**src/rtl/cpu_isa_pkg.sv**
```systemverilog
// ============================================================================
//  Module  : cpu_isa_pkg
//  Purpose : ISA definitions shared by the instruction encoder and the CPU
//            control unit decode: mnemonic codes, opcodes, R-type functs, the
//            loader FSM state type and word-packing helpers.
//  Ports   : none (package)
//  Rev     : 1.0  initial release
// ============================================================================
`timescale 1ns/1ps
`default_nettype none

package cpu_isa_pkg;

   // Request mnemonic codes as presented on req_mnem
   typedef enum logic [3:0] {
      MN_ADD  = 4'd0,
      MN_SUB  = 4'd1,
      MN_AND  = 4'd2,
      MN_OR   = 4'd3,
      MN_SLT  = 4'd4,
      MN_NOP  = 4'd5,
      MN_ADDI = 4'd6,
      MN_ANDI = 4'd7,
      MN_ORI  = 4'd8,
      MN_SLTI = 4'd9,
      MN_SW   = 4'd10,
      MN_LW   = 4'd11,
      MN_J    = 4'd12,
      MN_BNE  = 4'd13,
      MN_BEQ  = 4'd14,
      MN_ILL  = 4'd15
   } mnem_e;

   // Primary opcodes (instr[31:26])
   localparam logic [5:0] c_op_rtype = 6'b000000;
   localparam logic [5:0] c_op_addi  = 6'b001000;
   localparam logic [5:0] c_op_andi  = 6'b001100;
   localparam logic [5:0] c_op_ori   = 6'b001101;
   localparam logic [5:0] c_op_slti  = 6'b001010;
   localparam logic [5:0] c_op_sw    = 6'b101011;
   localparam logic [5:0] c_op_lw    = 6'b100011;
   localparam logic [5:0] c_op_bne   = 6'b000101;
   localparam logic [5:0] c_op_beq   = 6'b000100;
   localparam logic [5:0] c_op_j     = 6'b000010;

   // R-type function codes (instr[5:0])
   localparam logic [5:0] c_fn_add = 6'b100000;
   localparam logic [5:0] c_fn_sub = 6'b100010;
   localparam logic [5:0] c_fn_and = 6'b100100;
   localparam logic [5:0] c_fn_or  = 6'b100101;
   localparam logic [5:0] c_fn_slt = 6'b101010;

   // Loader FSM states
   typedef enum logic [1:0] {
      ST_IDLE   = 2'd0,
      ST_ACCEPT = 2'd1,
      ST_WRITE  = 2'd2,
      ST_DONE   = 2'd3
   } load_state_e;

   function automatic logic [31:0] pack_r(input logic [4:0] rs, input logic [4:0] rt,
                                          input logic [4:0] rd, input logic [5:0] funct);
      return {c_op_rtype, rs, rt, rd, 5'b00000, funct};
   endfunction

   function automatic logic [31:0] pack_i(input logic [5:0] op, input logic [4:0] rs,
                                          input logic [4:0] rt, input logic [15:0] imm16);
      return {op, rs, rt, imm16};
   endfunction

   function automatic logic [31:0] pack_j(input logic [25:0] target);
      return {c_op_j, target};
   endfunction

endpackage

`default_nettype wire

```
**src/rtl/instr_load_encoder_if.sv**
```systemverilog
// ============================================================================
//  Module  : instr_load_encoder_if
//  Purpose : Request handshake from the boot host plus the imem write port of
//            the instruction loader.
//  Ports   : req_valid/req_ready handshake, req_mnem/rs/rt/rd/imm/last fields,
//            imem_we/imem_addr/imem_wdata write port.
//            master = host side, slave = encoder side.
//  Rev     : 1.0  initial release
// ============================================================================
`timescale 1ns/1ps
`default_nettype none

interface instr_load_encoder_if #(
   parameter int AW = 5
);
   logic          req_valid;
   logic          req_ready;
   logic [3:0]    req_mnem;
   logic [4:0]    req_rs;
   logic [4:0]    req_rt;
   logic [4:0]    req_rd;
   logic [25:0]   req_imm;
   logic          req_last;
   logic          imem_we;
   logic [AW-1:0] imem_addr;
   logic [31:0]   imem_wdata;

   modport master (
      output req_valid, req_mnem, req_rs, req_rt, req_rd, req_imm, req_last,
      input  req_ready, imem_we, imem_addr, imem_wdata
   );

   modport slave (
      input  req_valid, req_mnem, req_rs, req_rt, req_rd, req_imm, req_last,
      output req_ready, imem_we, imem_addr, imem_wdata
   );
endinterface

`default_nettype wire

```
**src/rtl/mips_instr_encode.sv**
```systemverilog
// ============================================================================
//  Module  : mips_instr_encode
//  Purpose : Purely combinational mnemonic + fields -> 32-bit MIPS word.
//            Fields not used by a format are forced to zero; NOP and the
//            unassigned code 15 both produce 32'h0.
//  Ports   : mnem (4), rs/rt/rd (5), imm (26)  -> word (32)
//  Rev     : 1.0  initial release
// ============================================================================
`timescale 1ns/1ps
`default_nettype none

module mips_instr_encode
   import cpu_isa_pkg::*;
(
   input  logic [3:0]  mnem,
   input  logic [4:0]  rs,
   input  logic [4:0]  rt,
   input  logic [4:0]  rd,
   input  logic [25:0] imm,
   output logic [31:0] word
);

   always_comb begin
      word = 32'h0;
      case (mnem_e'(mnem))
         MN_ADD  : word = pack_r(rs, rt, rd, c_fn_add);
         MN_SUB  : word = pack_r(rs, rt, rd, c_fn_sub);
         MN_AND  : word = pack_r(rs, rt, rd, c_fn_and);
         MN_OR   : word = pack_r(rs, rt, rd, c_fn_or);
         MN_SLT  : word = pack_r(rs, rt, rd, c_fn_slt);
         MN_ADDI : word = pack_i(c_op_addi, rs, rt, imm[15:0]);
         MN_ANDI : word = pack_i(c_op_andi, rs, rt, imm[15:0]);
         MN_ORI  : word = pack_i(c_op_ori,  rs, rt, imm[15:0]);
         MN_SLTI : word = pack_i(c_op_slti, rs, rt, imm[15:0]);
         MN_SW   : word = pack_i(c_op_sw,   rs, rt, imm[15:0]);
         MN_LW   : word = pack_i(c_op_lw,   rs, rt, imm[15:0]);
         MN_BNE  : word = pack_i(c_op_bne,  rs, rt, imm[15:0]);
         MN_BEQ  : word = pack_i(c_op_beq,  rs, rt, imm[15:0]);
         MN_J    : word = pack_j(imm);
         default : word = 32'h0;   // NOP and code 15
      endcase
   end

endmodule

`default_nettype wire

```
**src/rtl/instr_load_encoder.sv**
```systemverilog
// ============================================================================
//  Module  : instr_load_encoder
//  Purpose : Accepts mnemonic/operand requests, encodes them into MIPS words
//            and writes them sequentially into instruction memory from BASE,
//            holding the CPU in reset until the program has been loaded.
//  Params  : AW   imem word-address width (DEPTH = 2**AW)
//            BASE first imem word address written after start
//  Ports   : clk, rst (async, active high), start (pulse)
//            bus      instr_load_encoder_if.slave (requests + imem write port)
//            cpu_hold, done, overflow (sticky), count (AW+1)
//            err      sticky illegal-mnemonic flag, only with ENC_CHECK_EN
//  Config  : ENC_CHECK_EN  when defined, mnemonic 15 is rejected (no write,
//            err set); otherwise it is written as a NOP.
//  Rev     : 1.0  initial release
// ============================================================================
`timescale 1ns/1ps
`default_nettype none

module instr_load_encoder
   import cpu_isa_pkg::*;
#(
   parameter int AW   = 5,
   parameter int BASE = 0
) (
   input  logic                 clk,
   input  logic                 rst,
   input  logic                 start,
   instr_load_encoder_if.slave  bus,
   output logic                 cpu_hold,
   output logic                 done,
   output logic                 overflow,
`ifdef ENC_CHECK_EN
   output logic                 err,
`endif
   output logic [AW:0]          count
);

   localparam logic [AW-1:0] c_base      = AW'(BASE);
   localparam logic [AW-1:0] c_last_addr = '1;
   localparam logic [AW-1:0] c_addr_one  = AW'(1);
   localparam logic [AW:0]   c_cnt_one   = (AW+1)'(1);

   load_state_e   r_state;
   load_state_e   w_next;
   logic [AW-1:0] r_addr;
   logic [31:0]   r_word;
   logic          r_last;
   logic [AW:0]   r_count;
   logic          r_overflow;
   logic [31:0]   w_word;
   logic          w_ready;
   logic          w_we;
   logic          w_illegal;

   mips_instr_encode u_encode (
      .mnem (bus.req_mnem),
      .rs   (bus.req_rs),
      .rt   (bus.req_rt),
      .rd   (bus.req_rd),
      .imm  (bus.req_imm),
      .word (w_word)
   );

`ifdef ENC_CHECK_EN
   logic r_err;
   assign w_illegal = (bus.req_mnem == MN_ILL);
   assign err       = r_err;
`else
   assign w_illegal = 1'b0;
`endif

   // Next-state and handshake/strobe decode
   always_comb begin
      w_next  = r_state;
      w_ready = 1'b0;
      w_we    = 1'b0;
      case (r_state)
         ST_IDLE: begin
            if (start) w_next = ST_ACCEPT;
         end
         ST_ACCEPT: begin
            w_ready = 1'b1;
            if (bus.req_valid) begin
               // A rejected word skips WRITE entirely
               if (w_illegal) w_next = bus.req_last ? ST_DONE : ST_ACCEPT;
               else           w_next = ST_WRITE;
            end
         end
         ST_WRITE: begin
            w_we = 1'b1;
            // Filling the top slot without a last flag ends the load (no wrap)
            if (r_last || (r_addr == c_last_addr)) w_next = ST_DONE;
            else                                   w_next = ST_ACCEPT;
         end
         ST_DONE: begin
            if (start) w_next = ST_ACCEPT;
         end
         default: w_next = ST_IDLE;
      endcase
   end

   always_ff @(posedge clk or posedge rst) begin
      if (rst) begin
         r_state    <= ST_IDLE;
         r_addr     <= c_base;
         r_word     <= 32'h0;
         r_last     <= 1'b0;
         r_count    <= '0;
         r_overflow <= 1'b0;
      end else begin
         r_state <= w_next;
         case (r_state)
            ST_IDLE, ST_DONE: begin
               if (start) begin
                  r_addr     <= c_base;
                  r_count    <= '0;
                  r_overflow <= 1'b0;
               end
            end
            ST_ACCEPT: begin
               if (bus.req_valid && !w_illegal) begin
                  r_word <= w_word;
                  r_last <= bus.req_last;
               end
            end
            ST_WRITE: begin
               r_count <= r_count + c_cnt_one;
               // Address saturates at the top slot rather than wrapping
               if (r_addr != c_last_addr) r_addr <= r_addr + c_addr_one;
               else if (!r_last)          r_overflow <= 1'b1;
            end
            default: ;
         endcase
      end
   end

`ifdef ENC_CHECK_EN
   always_ff @(posedge clk or posedge rst) begin
      if (rst)                                                 r_err <= 1'b0;
      else if (start && (r_state == ST_IDLE || r_state == ST_DONE)) r_err <= 1'b0;
      else if (r_state == ST_ACCEPT && bus.req_valid && w_illegal)  r_err <= 1'b1;
   end
`endif

   assign bus.req_ready  = w_ready;
   assign bus.imem_we    = w_we;
   assign bus.imem_addr  = r_addr;
   assign bus.imem_wdata = r_word;
   assign cpu_hold       = (r_state != ST_DONE);
   assign done           = (r_state == ST_DONE);
   assign overflow       = r_overflow;
   assign count          = r_count;

endmodule

`default_nettype wire
```
**src/flat_wrapper.sv**
```systemverilog
// flat-port wrapper written by rule: the top's interface ports become plain ports
module instr_load_encoder_flat import cpu_isa_pkg::*;
#(
   parameter int AW   = 5,
   parameter int BASE = 0
)
  (clk, rst, start, cpu_hold, done, overflow, count, bus_req_valid, bus_req_mnem, bus_req_rs, bus_req_rt, bus_req_rd, bus_req_imm, bus_req_last, bus_req_ready, bus_imem_we, bus_imem_addr, bus_imem_wdata);
  instr_load_encoder_if #(.AW(AW)) bus_i ();
  input  logic clk;
  input  logic rst;
  input  logic start;
  output logic cpu_hold;
  output logic done;
  output logic overflow;
  output logic [AW:0] count;
  input wire logic [$bits(bus_i.req_valid)-1:0] bus_req_valid;
  input wire logic [$bits(bus_i.req_mnem)-1:0] bus_req_mnem;
  input wire logic [$bits(bus_i.req_rs)-1:0] bus_req_rs;
  input wire logic [$bits(bus_i.req_rt)-1:0] bus_req_rt;
  input wire logic [$bits(bus_i.req_rd)-1:0] bus_req_rd;
  input wire logic [$bits(bus_i.req_imm)-1:0] bus_req_imm;
  input wire logic [$bits(bus_i.req_last)-1:0] bus_req_last;
  output wire logic [$bits(bus_i.req_ready)-1:0] bus_req_ready;
  output wire logic [$bits(bus_i.imem_we)-1:0] bus_imem_we;
  output wire logic [$bits(bus_i.imem_addr)-1:0] bus_imem_addr;
  output wire logic [$bits(bus_i.imem_wdata)-1:0] bus_imem_wdata;
  assign bus_i.req_valid = bus_req_valid;
  assign bus_i.req_mnem = bus_req_mnem;
  assign bus_i.req_rs = bus_req_rs;
  assign bus_i.req_rt = bus_req_rt;
  assign bus_i.req_rd = bus_req_rd;
  assign bus_i.req_imm = bus_req_imm;
  assign bus_i.req_last = bus_req_last;
  assign bus_req_ready = bus_i.req_ready;
  assign bus_imem_we = bus_i.imem_we;
  assign bus_imem_addr = bus_i.imem_addr;
  assign bus_imem_wdata = bus_i.imem_wdata;
  instr_load_encoder #(.AW(AW), .BASE(BASE)) u_core (.clk(clk), .rst(rst), .start(start), .bus(bus_i), .cpu_hold(cpu_hold), .done(done), .overflow(overflow), .count(count));
endmodule
```
**config.mk**
```make
export PLATFORM = sky130hd
export DESIGN_NAME = instr_load_encoder_flat
export DESIGN_NICKNAME = d
export VERILOG_FILES = /design/src/rtl/cpu_isa_pkg.sv /design/src/rtl/instr_load_encoder_if.sv /design/src/rtl/mips_instr_encode.sv /design/src/rtl/instr_load_encoder.sv /design/src/flat_wrapper.sv
export SDC_FILE = /design/constraint.sdc
export NUM_CORES = 1
export LEC_CHECK = 0
export CORE_AREA = 2 2 77 79
export CTS_BUF_LIST = sky130_fd_sc_hd__clkbuf_4 sky130_fd_sc_hd__clkbuf_8
export CTS_CLUSTER_DIAMETER = 50
export DETAILED_ROUTE_END_ITERATION = 12
export DIE_AREA = 0 0 79 81
export PLACE_DENSITY = 0.78
export SYNTH_ARGS = -nofsm -noshare
export SYNTH_HDL_FRONTEND = slang
export SYNTH_SLANG_ARGS = --single-unit
```
**constraint.sdc**
```tcl
create_clock -name clk -period 2.3 [get_ports clk]
set_input_delay 0.23 -clock clk [delete_from_list [all_inputs] [get_ports clk]]
set_output_delay 0.23 -clock clk [all_outputs]
set_load 0.02 [all_outputs]
```
==> metrics.yaml, run 1 <==
placed_design:
  buffer_ports.inserted: 96
  dpl_worst_slack_ps: 260
  globalplace.congestion: 0.783
  dpl.hpwl_um: 4300
clock_network:
  clock_tree_from_tritoncts: "done"
  clock_root_buffer_master: "sky130_fd_sc_hd__clkbuf_8"
  cts_max_level: 2
  cts_repair_resize_count: 0
  cts_bufs_inserted: 5
  postCtsHoldBufs: 0
  clock-sinks: 46
  maximum_number_of_buffers_from_clock_root_to_sink: 2
  cts.clk_slew.worst_paths_ps: 80
  clock_insertion_delay_worst_skew_ps: 290
  cts_setup_buffers: 0
routing:
  vias_per_cell: 5.11
  route.detailed.wl_per_inst_um: 13.4
  detailedRoute.firstPassIterationCount: 4
  initialDrtViolationCount: 67
  detail_route.wirelength_um: 5570
  vias: 2120
  antenna_left: 0
  drc: 0
yosys:
  synth.avg_cell_area_sq_um: 9.88
  synth-edff-count: 0
  yosys_warnings: 0
  yosys.cell_count.top_type: "sky130_fd_sc_hd__dfrtp_1"
  synthesis.area_sq_um: 2360
  netlist.top_cell.by_area: "sky130_fd_sc_hd__dfrtp_1"
  synth_async_sr_flop_share_pct: 100
  netlist_top_cells_area: "sky130_fd_sc_hd__dfrtp_1, sky130_fd_sc_hd__mux2i_1, sky130_fd_sc_hd__o21ai_0"
  postSynthCellCount: 239
  netlist.area_leader.share_pct: 48.7
  seq_area_frac_synth_pct: 48.7
  post_synth_num_cell_types: 44
  ys.flop_type: "sky130_fd_sc_hd__dfrtp_1"
  postSynthNetCount: 296
  synth.cells.most_frequent: "sky130_fd_sc_hd__dfrtp_1, sky130_fd_sc_hd__nand2_1, sky130_fd_sc_hd__o21ai_0, sky130_fd_sc_hd__mux2i_1, sky130_fd_sc_hd__a21oi_1"
  postSynthRegisterBits: 46
worst_setup_path:
  launch_point_of_the_worst_reg_to_reg_path: "u_core.r_state[0]"
  cpLargestDelayFamily: "buffers and inverters"
  setup.worst_path.start_class: "flop"
  setup_slack_of_the_most_critical_reg_to_reg_path_ps: 380
  cp_slowest_cell: "sky130_fd_sc_hd__clkdlybuf4s50_1"
  worst_setup_path_end_kind: "output port"
  worstPathArrival_ps: 1760
  cp_data_required_time_ps: 2070
  slowest_delay_ps: 620
  worstPathCellList: "inv_1 -> ha_1 -> buf_4 -> clkdlybuf4s50_1"
  worstPathMaxFanout: 12
  critical_path.reg2reg.endpoint: "u_core.count[5]"
  r2r_cells: 6
  critical_path_buf_inv_count: 3
  worstSetupPathType: "reg -> out"
grt:
  pin_count_of_the_biggest_net_entering_global_routing: 47
  grt-ovfl-total: 0
  grt_util_met1_pct: 20.4
  grt-busiest-layer: "met2"
  overall_track_demand_over_capacity_in_global_routing_pct: 17.9
  wire_length_of_the_first_global_routing_pass_um: 9130
  number_of_antenna_violations_at_the_first_check_in_global_routing: 0
  first_global_vias: 2045
  grt_use_met3_pct: 4.56
  grt_met2_use_pct: 34.0
final_layout:
  nNetsFinal: 396
  final.fill_count: 510
  antenna_cells_inserted: 0
  final-seq-area_sq_um: 1150
  area_growth_pct: 50.6
  fin_util_pct: 62.7
  multi_input_area_sq_um: 1110
  final_layout_size_suffix_gt1_share_pct: 8.24
die:
  die_height_um: 81
  die_w_um: 79
  core_region_area_sq_um: 5680
  std_cell_rows: 28
  dieArea_sq_um: 6400
  floorplan.initialDensity_pct: 41.6
  top_level_ports: 98
sta:
  tns_ps: 0
  rsz0062_at_grt: "no"
  max-slew-margin-rel_pct: 52.7
  final-max-slew-violation-count: 0
  whs_ps: 398
  setup_slack_of_the_critical_path_after_layout_ps: 308
  fin_crit_sh_pct: 86.6
  timing_hold_violations_final: 0
  setup_viol: 0
  minimum_period_implied_by_the_final_worst_setup_slack_ps: 1990
  transition_time_at_the_pin_with_the_least_slew_margin_ps: 704
  fmaxAchievable_mhz: 502
  worst_clock_skew_ps: 3.90
pwr:
  irDropWorstVdd_uv: 669
  cellLeakagePower_nw: 1.52
  power-per-cell-area_nw_per_um2: 1070
hold_path:
  hold_path_class: "in -> async"
outcome:
  outcome: "complete, no violations"
run:
  max_cap_viol_count: 0
layout by cell type (no fill, tap or decap), types with 8 or more instances in the layout:
cell and instances:
sky130_fd_sc_hd__dfrtp_1 46, sky130_fd_sc_hd__a22o_1 9, sky130_fd_sc_hd__clkbuf_8 8, sky130_fd_sc_hd__mux2i_1 18, sky130_fd_sc_hd__a21oi_1 11, sky130_fd_sc_hd__nand2_1 34
sky130_fd_sc_hd__buf_4 13, sky130_fd_sc_hd__nand3_1 8, sky130_fd_sc_hd__o21ai_0 29, sky130_fd_sc_hd__clkdlybuf4s50_1 96
flip-flops by register name (all words and copies together), names as in the netlist:
register,flops
u_core.r_state,2
u_core.overflow,1
u_core.bus.imem_wdata,31
u_core.r_last,1
u_core.bus.imem_addr,5
u_core.count,6
metal layers:
metal	vias to the layer above	routed length, um
met5	-	0
met4	0	52
met3	5	285
met2	62	2890
met1	1007	2340
li1	1046	-
final cells by class:
class	instances	area share, %
clock buffer	8	3.10
timing repair buffer	109	29.8
inverter	8	0.844
multi-input combinational	169	31.3
tap	75	2.64
sequential	46	32.4
where the power goes:
part	leakage, nW	internal [W]	total [W]	switching (W)
Sequential	0.593	0.00111	0.00130	0.000191
Clock	0.0575	0.000303	0.000554	0.000250
Combinational	0.867	0.000941	0.00195	0.00101
Total	1.52	0.00235	0.00380	0.00145
worst max path at each step:
stage / startpoint / to / slack (ps) / cells after the start
2_1_floorplan: u_core.bus.imem_addr[1] / u_core.overflow / 400 / 6
3_3_place_gp: bus_req_mnem[1] / u_core.bus.imem_wdata[8] / 360 / 4
3_5_place_dp: bus_req_mnem[1] / u_core.bus.imem_wdata[6] / 260 / 4
4_1_cts: u_core.r_state[0] / bus_imem_we / 300 / 4
5_1_grt: u_core.r_state[0] / bus_imem_we / 190 / 4
6_report: u_core.r_state[0] / bus_imem_we / 310 / 4
logic make-up after synthesis:
logic type      count (synthesis)  share of synthesized area, %
other cells                     1                         0.159
mux                            20                          8.58
simple gates                   73                          15.8
compound gates                 64                          17.1
xor+xnor                        4                          1.48
flops                          46                          48.7
fa+ha+maj                       7                          3.71
buf+inv                        24                          4.40
metrics by stage:
| step | area, sq um | power, W | cells |
|---|---|---|---|
| 2_1_floorplan | 2360 | 0.00235 | 239 |
| 3_3_place_gp | 3450 | 0.00323 | 407 |
| 3_5_place_dp | 3450 | 0.00329 | 407 |
| 4_1_cts | 3560 | 0.00385 | 415 |
| 5_1_grt | 3560 | 0.00406 | 415 |
| 6_report | 3560 | 0.00380 | 415 |
worst register-to-register path: cells and delay by family, from the launching register on:
kind | cells | cell delay, ps
AND/OR/NAND/NOR | 1 | 520
buffers and inverters | 2 | 270
multiplexers | 1 | 140
adder cells (fa/ha/maj) | 1 | 370
AO/OA/AOI/OAI | 1 | 150
flip-flops | 1 | 400
No activity file was read; power rests on OpenSTA's default activity.
==> run 2: changes to the inputs <==
--- a/config.mk
+++ b/config.mk
@@ -5,12 +5,13 @@
 export SDC_FILE = /design/constraint.sdc
 export NUM_CORES = 1
 export LEC_CHECK = 0
-export CORE_AREA = 2 2 77 79
+export CORE_AREA = 2 2 80 82
 export CTS_BUF_LIST = sky130_fd_sc_hd__clkbuf_4 sky130_fd_sc_hd__clkbuf_8
 export CTS_CLUSTER_DIAMETER = 50
 export DETAILED_ROUTE_END_ITERATION = 12
-export DIE_AREA = 0 0 79 81
-export PLACE_DENSITY = 0.78
+export DIE_AREA = 0 0 82 84
+export PLACE_DENSITY = 0.79
 export SYNTH_ARGS = -nofsm -noshare
 export SYNTH_HDL_FRONTEND = slang
+export SYNTH_HIERARCHICAL = 1
 export SYNTH_SLANG_ARGS = --single-unit
==> run 2 against run 1 <==
Net effect:
- fmax increased by 5.6%
- sequential cell count is 1 higher
- clock skew is 5.7 ps higher
- utilization increased by 0.52 points
- die area grew 7.6%
- global-route usage grew 0.93 points
- largest cell class is now multi-input gates
- highest routed layer unchanged
==> metrics.yaml, run 2 <==
outcome:
  outcome: "complete, no violations"
yosys:
  synth.cells.most_frequent: "sky130_fd_sc_hd__dfrtp_1, sky130_fd_sc_hd__mux2_2, sky130_fd_sc_hd__nand2_1, sky130_fd_sc_hd__a22o_1, sky130_fd_sc_hd__buf_2"
  seq_area_frac_synth_pct: 43.2
  yosys.cell_count.top_type: "sky130_fd_sc_hd__dfrtp_1"
  synth-compound-area-share_pct: 17.1
  synthAdderAreaFrac_pct: 2.76
  synthesis.area_sq_um: 2720
  postSynthRegisterBits: 47
  post_synth_num_cell_types: 49
  synth_async_sr_flop_share_pct: 100
  ys.flop_type: "sky130_fd_sc_hd__dfrtp_1"
  netlist.area_leader.share_pct: 43.2
  netlist.top_cell.by_area: "sky130_fd_sc_hd__dfrtp_1"
  netlist_top_cells_area: "sky130_fd_sc_hd__dfrtp_1, sky130_fd_sc_hd__mux2_2, sky130_fd_sc_hd__a22o_1"
  yosys_warnings: 6
  synthMuxAreaShare_pct: 15.6
  synth-edff-count: 0
  postSynthCellCount: 251
  synth.avg_cell_area_sq_um: 10.9
  synth_xor_area_share_pct: 1.29
  postSynthNetCount: 307
  post_synth_and_or_nand_nor_area_fraction_pct: 14.2
  synth_top_family_by_area: "compound AO/OA/AOI/OAI gates"
sta:
  minimum_period_implied_by_the_final_worst_setup_slack_ps: 1890
  fmaxAchievable_mhz: 530
  rsz0062_at_grt: "no"
  tns_ps: 0
  setup_slack_of_the_critical_path_after_layout_ps: 413
  final-max-slew-violation-count: 0
  timing_hold_violations_final: 0
  worst_clock_skew_ps: 9.59
  setup_viol: 0
  max-slew-margin-rel_pct: 62.7
  transition_time_at_the_pin_with_the_least_slew_margin_ps: 559
  fin_crit_sh_pct: 82.1
worst_setup_path:
  critical_path.reg2reg.endpoint: "u_core/bus.imem_addr[3]"
  launch_point_of_the_worst_reg_to_reg_path: "u_core/bus.imem_addr[0]"
  worstSetupPathType: "reg -> reg"
  worst_setup_path_end_kind: "flop"
  worstPathArrival_ps: 2080
  crit_path_start: "u_core/bus.imem_addr[0]"
  slowest_delay_ps: 430
  critical_path_cell_count: 6
  r2r_cells: 6
  worstPathMaxFanout: 9
  cpMostUsedCell: "sky130_fd_sc_hd__ha_1"
  cp_data_required_time_ps: 2490
  setup_slack_of_the_most_critical_reg_to_reg_path_ps: 410
  cp_slowest_cell: "sky130_fd_sc_hd__dfrtp_1"
  cpLargestDelayFamily: "adder cells"
  worstPathCellList: "ha_1 -> and3_1 -> ha_1 -> nand4b_1 -> a21o_1 -> a22o_1"
  worst_setup_path_endpoint: "u_core/bus.imem_addr[3]"
  setup.worst_path.start_class: "flop"
  critical_path_buf_inv_count: 0
clock_network:
  cts_setup_buffers: 0
  maximum_number_of_buffers_from_clock_root_to_sink: 2
  postCtsHoldBufs: 0
  cts_max_level: 2
  cts_bufs_inserted: 5
  clock_tree_from_tritoncts: "done"
  cts_repair_resize_count: 0
  clock_root_buffer_master: "sky130_fd_sc_hd__clkbuf_8"
  clock-sinks: 47
  clock_insertion_delay_worst_skew_ps: 300
  cts.clk_slew.worst_paths_ps: 90
routing:
  route.detailed.wl_per_inst_um: 14.8
  drc: 0
  vias: 2261
  detailedRoute.firstPassIterationCount: 4
  initialDrtViolationCount: 76
  vias_per_cell: 5.35
  antenna_left: 0
  detail_route.wirelength_um: 6260
pwr:
  power.total_w: 0.00405
  power-per-cell-area_nw_per_um2: 1050
  irDropWorstVdd_uv: 689
  cellLeakagePower_nw: 1.69
grt:
  grt_met2_use_pct: 31.9
  overall_track_demand_over_capacity_in_global_routing_pct: 18.9
  pin_count_of_the_biggest_net_entering_global_routing: 31
  number_of_antenna_violations_at_the_first_check_in_global_routing: 0
  grt-ovfl-total: 0
  wire_length_of_the_first_global_routing_pass_um: 10100
  grt-busiest-layer: "met2"
  first_global_vias: 2136
  grt_util_met1_pct: 23.8
  grt_use_met3_pct: 4.87
final_layout:
  nNetsFinal: 401
  final.fill_count: 528
  area_growth_pct: 41.4
  final_cell_mix: "sky130_fd_sc_hd__clkdlybuf4s50_1, sky130_fd_sc_hd__dfrtp_1, sky130_fd_sc_hd__mux2_2"
  largest_reg_flops: 32
  final_layout_size_suffix_gt1_share_pct: 19.4
  antenna_cells_inserted: 0
  final_cells: 423
  leading_cell_type_in_the_layout_fill_and_taps_excluded: "sky130_fd_sc_hd__clkdlybuf4s50_1"
  multi_input_area_sq_um: 1390
  final-seq-area_sq_um: 1180
placed_design:
  dpl_worst_slack_ps: 266
  globalplace.congestion: 0.791
  dpl.hpwl_um: 4710
  buffer_ports.inserted: 97
  placedCellCount: 415
die:
  die_w_um: 82
  core_region_area_sq_um: 6100
  dieArea_sq_um: 6890
  die_height_um: 84
  top_level_ports: 98
  floorplan.initialDensity_pct: 44.7
  std_cell_rows: 29
run:
  max_cap_viol_count: 0
hold_path:
  hold_path_class: "in -> async"
[run 2: changes by cell type after synthesis, moves of 6 or more]
cell,previous run,this run
sky130_fd_sc_hd__mux2_2,2,34
sky130_fd_sc_hd__o21ai_0,29,7
sky130_fd_sc_hd__mux2i_1,18,2
sky130_fd_sc_hd__nand2_1,34,19
sky130_fd_sc_hd__a22o_1,9,18
sky130_fd_sc_hd__buf_2,5,12
sky130_fd_sc_hd__nor3_1,1,8
sky130_fd_sc_hd__clkbuf_1,8,2
sky130_fd_sc_hd__nor2b_2,0,6
[run 2: layout make-up]
class	instances	area share, %
clock inverter	2	0.325
clock buffer	6	1.98
sequential	47	30.5
multi-input combinational	177	36.2
timing repair buffer	107	27.8
inverter	7	0.682
tap	77	2.50
[run 2: worst register-to-register path: stages (launching register included)]
cell and delay, ps:
sky130_fd_sc_hd__dfrtp_1 430, sky130_fd_sc_hd__ha_1 250, sky130_fd_sc_hd__and3_1 190, sky130_fd_sc_hd__ha_1 290, sky130_fd_sc_hd__nand4b_1 240, sky130_fd_sc_hd__a21o_1 200, sky130_fd_sc_hd__a22o_1 180
[run 2: worst min path at each step]
stage / start / to / slack, ps
6_report: rst / u_core/bus.imem_wdata[18] / 300
5_1_grt: rst / u_core/bus.imem_wdata[18] / 340
4_1_cts: rst / u_core/bus.imem_wdata[4] / 310
3_5_place_dp: u_core/bus.imem_wdata[25] / u_core/bus.imem_wdata[25] / 490
3_3_place_gp: u_core/bus.imem_wdata[25] / u_core/bus.imem_wdata[25] / 490
2_1_floorplan: bus_req_last / u_core/r_last / 380
[run 2: cells by family (layout without fill, tap and decap cells)]
kind of cell               Yosys count  in the layout
and+or+nand+nor                     70             70
other                                1              1
DFF                                 47             47
xor gates and xnor gates             4              4
AOI/OAI and AO/OA                   59             59
adders and majority gates            6              6
muxes                               37             37
buffers and inverters               27            122
[run 2: metrics by stage]
stage          instance area [sq um]  util (%)  hold WS, ps
2_1_floorplan                   2720         -          381
3_3_place_gp                    3760      61.7          487
3_5_place_dp                    3760      61.7          492
4_1_cts                         3850      63.2          307
5_1_grt                         3850      63.2          345
6_report                        3850      63.2          296
[run 2: power breakdown]
part	leakage [nW]	switching, W	internal, W	total, W
logic	1.06	0.00107	0.00113	0.00220
registers	0.594	0.000191	0.00116	0.00135
clock network	0.0446	0.000279	0.000225	0.000503
[run 2: metal layers]
layer  share of wire (%)  up-vias  wire [um]
li1                    -     1092          -
met1                  43     1105       2680
met2                  51       62       3200
met3                 5.7        2        358
met4                0.40        0         25
met5                   0        -          0
